## src/rtl/id_ex_pipe_reg.sv

```systemverilog
// Decode->execute pipeline register: one-cycle capture, bubble on flush, hold on freeze.
// DIV/MOD stay in EX for MC_LAT cycles while stall_out (state-only) holds decode and fetch.
module id_ex_pipe_reg #(
    parameter int               DATA_W  = 32,
    parameter int               REG_W   = 4,
    parameter int               CMD_W   = 4,
    parameter logic [CMD_W-1:0] CMD_DIV = 4'd3,
    parameter logic [CMD_W-1:0] CMD_MOD = 4'd4,
    parameter int               MC_LAT  = 4
) (
    input  logic              clk,
    input  logic              rst,
    input  logic              freeze,
    input  logic              flush,
    input  logic              wb_en_in,
    input  logic              mem_r_en_in,
    input  logic              mem_w_en_in,
    input  logic              is_imm_in,
    input  logic              is_str_in,
    input  logic              is_ldr_in,
    input  logic              is_cmp_in,
    input  logic              branch_en_in,
    input  logic [CMD_W-1:0]  exe_cmd_in,
    input  logic [CMD_W-1:0]  branch_cmd_in,
    input  logic [DATA_W-1:0] pc_in,
    input  logic [DATA_W-1:0] val1_in,
    input  logic [DATA_W-1:0] val2_in,
    input  logic [DATA_W-1:0] imm_in,
    input  logic [REG_W-1:0]  dest_in,
    input  logic [REG_W-1:0]  src1_in,
    input  logic [REG_W-1:0]  src2_in,
    output logic              wb_en_out,
    output logic              mem_r_en_out,
    output logic              mem_w_en_out,
    output logic              is_imm_out,
    output logic              is_str_out,
    output logic              is_ldr_out,
    output logic              is_cmp_out,
    output logic              branch_en_out,
    output logic [CMD_W-1:0]  exe_cmd_out,
    output logic [CMD_W-1:0]  branch_cmd_out,
    output logic [DATA_W-1:0] pc_out,
    output logic [DATA_W-1:0] val1_out,
    output logic [DATA_W-1:0] val2_out,
    output logic [DATA_W-1:0] imm_out,
    output logic [REG_W-1:0]  dest_out,
    output logic [REG_W-1:0]  src1_out,
    output logic [REG_W-1:0]  src2_out,
    output logic              valid_out,
    output logic              stall_out
);

    localparam int         PAY_W    = 8 + 2*CMD_W + 4*DATA_W + 3*REG_W;
    localparam logic [0:0] ST_IDLE  = 1'b0;
    localparam logic [0:0] ST_BUSY  = 1'b1;
    localparam logic       MC_EN    = (MC_LAT > 1);
    localparam logic [3:0] CNT_INIT = 4'(MC_LAT - 1);

    logic [PAY_W-1:0] w_pay_in;
    logic [PAY_W-1:0] r_pay;
    logic             r_valid;
    logic [0:0]       r_state;
    logic [3:0]       r_cnt;
    logic             w_is_mc;

    assign w_pay_in = {wb_en_in, mem_r_en_in, mem_w_en_in, is_imm_in,
                       is_str_in, is_ldr_in, is_cmp_in, branch_en_in,
                       exe_cmd_in, branch_cmd_in,
                       pc_in, val1_in, val2_in, imm_in,
                       dest_in, src1_in, src2_in};

    assign {wb_en_out, mem_r_en_out, mem_w_en_out, is_imm_out,
            is_str_out, is_ldr_out, is_cmp_out, branch_en_out,
            exe_cmd_out, branch_cmd_out,
            pc_out, val1_out, val2_out, imm_out,
            dest_out, src1_out, src2_out} = r_pay;

    assign w_is_mc   = MC_EN && ((exe_cmd_in == CMD_DIV) || (exe_cmd_in == CMD_MOD));
    assign valid_out = r_valid;
    assign stall_out = (r_state == ST_BUSY);

    always_ff @(posedge clk) begin
        if (rst) begin
            r_pay   <= '0;
            r_valid <= 1'b0;
            r_state <= ST_IDLE;
            r_cnt   <= 4'd0;
        end else if (r_state == ST_BUSY) begin
            // Payload is frozen in BUSY; only the countdown moves, and only when memory is not stalling.
            if (!freeze) begin
                if (r_cnt <= 4'd1) begin
                    r_state <= ST_IDLE;
                    r_cnt   <= 4'd0;
                end else begin
                    r_cnt <= r_cnt - 4'd1;
                end
            end
        end else if (!freeze) begin
            if (flush) begin
                r_pay   <= '0;
                r_valid <= 1'b0;
            end else begin
                r_pay   <= w_pay_in;
                r_valid <= 1'b1;
                if (w_is_mc) begin
                    r_state <= ST_BUSY;
                    r_cnt   <= CNT_INIT;
                end
            end
        end
    end

endmodule
```

## config.mk

```make
export PLATFORM = sky130hd
export DESIGN_NAME = id_ex_pipe_reg
export DESIGN_NICKNAME = d
export VERILOG_FILES = /design/src/rtl/id_ex_pipe_reg.sv
export SDC_FILE = /design/constraint.sdc
export NUM_CORES = 1
export LEC_CHECK = 0
export BUFFER_PORTS_ARGS = -buffer_cell sky130_fd_sc_hd__buf_2
export CORE_MARGIN = 5
export CORE_UTILIZATION = 41
export DETAILED_ROUTE_END_ITERATION = 8
export PLACE_DENSITY = 0.77
export SLEW_MARGIN = 15
export SYNTH_ARGS = -nofsm -noshare
export SYNTH_HDL_FRONTEND = slang
export SYNTH_SLANG_ARGS = --single-unit
```

## constraint.sdc

```tcl
create_clock -name clk -period 1.4 [get_ports clk]
set_input_delay 0.21 -clock clk [delete_from_list [all_inputs] [get_ports clk]]
set_output_delay 0.21 -clock clk [all_outputs]
set_load 0.1 [all_outputs]
```

==> impl_metrics.ini <==
[floorplan]
dieWidth_um = 134
io-pin-count = 318
dieArea_um2 = 17900
start_util_pct = 41.6
rows = 45
core_region_area_um2 = 15100
die_height_um = 134

[clock_tree]
cts_buffers = 17
tritoncts = built
clock_sink_count = 162
cts_root_buffer = clkbuf_16
ctsLongestPathBuffers = 2
cts_max_level = 4
clkTransAtPathRegs_ns = 0.06
worstSkewPairLatency_ns = 0.41
cts.hold.buffers_added = 0
post_cts_buffers = 0

[place]
port_buffers = 317
dp_slack_ns = -0.220
routabilityCongestion = 0.800
dp_hpwl_um = 13200
placed_cell_area_um2 = 8210

[route]
vias = 6261
drc = 0
avgRoutedWirePerCell_um = 15.6
drt_iter0_drc = 323
firstDrtPassIters = 5
antenna_left = 0
via_per_inst = 5.12
drt_wl_total_um = 19100

[worst_hold_path]
min_path_type = in -> reg
hp-start = val1_in[15]

[critical_path]
cp-end-kind = primary output
cp.arrival_ns = 1.16
path_cells = buf_2
timing.rr.start = r_cnt[0]$_SDFFE_PP0P_
critical_path_class = reg -> out
cp-start-kind = flip-flop
crit_slowest_cell = buf_2
cp_data_required_time_ns = 1.19
crit_buf_inv = 1
crit_family = buffers and inverters
rrSetupSlack_ns = 0.07
worstPathMaxFanout = 2
max_stage_delay_ns = 0.43
critical_path.startpoint = r_pay[9]$_SDFFE_PP0P_

[status]
status = finished, final reports clean

[sta]
drv_slew = 0
setup_slack_ns = 0.0264
whs_ns = 0.0576
fin_crit_ns = 1.37
timing.fmax_mhz = 728
rsz0062_at_grt = true
setup_viol = 0
finalHoldViolCount = 0
tns_ns = 0
maxSlewHeadroom_pct = 67.3
worst_slew_pin_slew_ns = 0.493
min_period_over_period_pct = 98.1
clock_skew_ns = 0.00681

[cells_and_area]
final_cell_mix = 159 x nand3b_1, 159 x buf_2, 159 x dfxtp_1
finalNetCount = 1187
drive_gt1_share_pct = 36.9
n_antenna_cell = 0
utilization_pct = 61.0
stdcell_area_um2 = 9240
area_growth_pct = 46.8

[logic_synthesis]
yosys_warnings = 0
avgSynthCellArea_um2 = 8.60
yosysUniqueCellTypes = 26
yosys.area.top_type_share_pct = 51.5
synth_seq_cells = 162
syn_area_um2 = 6300
seq_area_frac_synth_pct = 51.5
synth_top_cells_by_area = dfxtp_1 52%, nand3b_1 19%, a21oi_1 12%
synth_top_area_cell = dfxtp_1
synthCells = 732
synth_nets = 894

[global_routing]
grt_max_degree = 79
first_global_vias = 5953
grtUsageTotal_pct = 20.2
antenna_found_initial = 0
grt-ovfl-total = 0
grt_pass1_wl_um = 29800

[power]
leakagePower_nw = 3.85
power.density_nw_per_um2 = 1350
ir_worst_vdd_mv = 0.767

[job]
max_cap_viol_count = 0
metrics by stage:
| step | cells | total power (W) |
|---|---|---|
| after global routing | 1224 | 0.0129 |
| after CTS | 1224 | 0.0126 |
| after global placement | 1194 | 0.00742 |
| after detailed placement | 1194 | 0.00744 |
| after floorplan | 732 | 0.00680 |
| final | 1224 | 0.0125 |
sequential cells by signal, indices dropped and copies added (netlist names):
signal     flops
stall_out      1
valid_out      1
r_cnt          4
r_pay        156
what timing repair did:
action / in CTS / in global routing
setup endpoints to repair: 125 / 32
gates resized for setup: 125 / 34
endpoints found under the hold margin: 0 / 0
Yosys cell counts:
library cell / number
nor2b_1: 1
clkbuf_1: 52
a2111oi_4: 1
a211oi_2: 1
a211oi_1: 1
a21oi_1: 157
a2bb2oi_1: 1
a31oi_1: 1
or2_1: 1
nand2b_1: 1
buf_2: 13
nand3b_1: 159
ha_1: 2
inv_1: 2
nor2_1: 5
or3b_4: 1
o21a_1: 1
dfxtp_1: 162
nor4_1: 1
o21ai_1: 1
nor3_1: 4
or3_1: 1
mux2_2: 1
nand2_1: 157
nand4b_1: 1
buf_1: 4
area by class of cell:
| cell class | count | area [um^2] |
|---|---|---|
| fill | 1292 | 5900 |
| sequential | 162 | 3250 |
| multi-input combinational | 499 | 2780 |
| timing repair buffer | 343 | 2330 |
| clock buffer | 18 | 429 |
| tap | 188 | 235 |
| clock inverter | 12 | 208 |
| inverter | 2 | 7.51 |
final timing paths:
| path | cells after the start | end |
|---|---|---|
| worst max register to register | 6 | r_cnt[0]$_SDFFE_PP0P_ |
| worst min register to register | 2 | r_pay[67]$_SDFFE_PP0P_ |
| worst min-delay path | 3 | r_pay[91]$_SDFFE_PP0P_ |
| worst max-delay path | 1 | dest_out[1] |
report_power, final:
part	total, W	internal (W)	leakage (nW)	switching [W]
combinational	0.00256	0.000676	2.23	0.00188
clock	0.00501	0.00316	0.299	0.00185
sequential	0.00488	0.00479	1.32	0.0000945
routing by layer:
layer / up-vias / wire length (um) / track usage, %
met1: 2896 / 7740 / 24.5
li1: 3083 / - / -
met5: - / 0 / 0
met4: 0 / 389 / 7.94
met3: 32 / 1780 / 7.24
met2: 250 / 9150 / 32.8
cells by family (layout without fill, tap and decap cells):
logic type,count (synthesis),count (layout),synth area share (%)
AND/OR/NAND/NOR,332,332,29.7
AO/OA/AOI/OAI,164,164,13.7
flip-flops,162,162,51.5
buffers and inverters,71,375,4.49
adder cells (fa/ha/maj),2,2,0.397
multiplexers,1,1,0.179
Power figures use the tool's default switching activity.
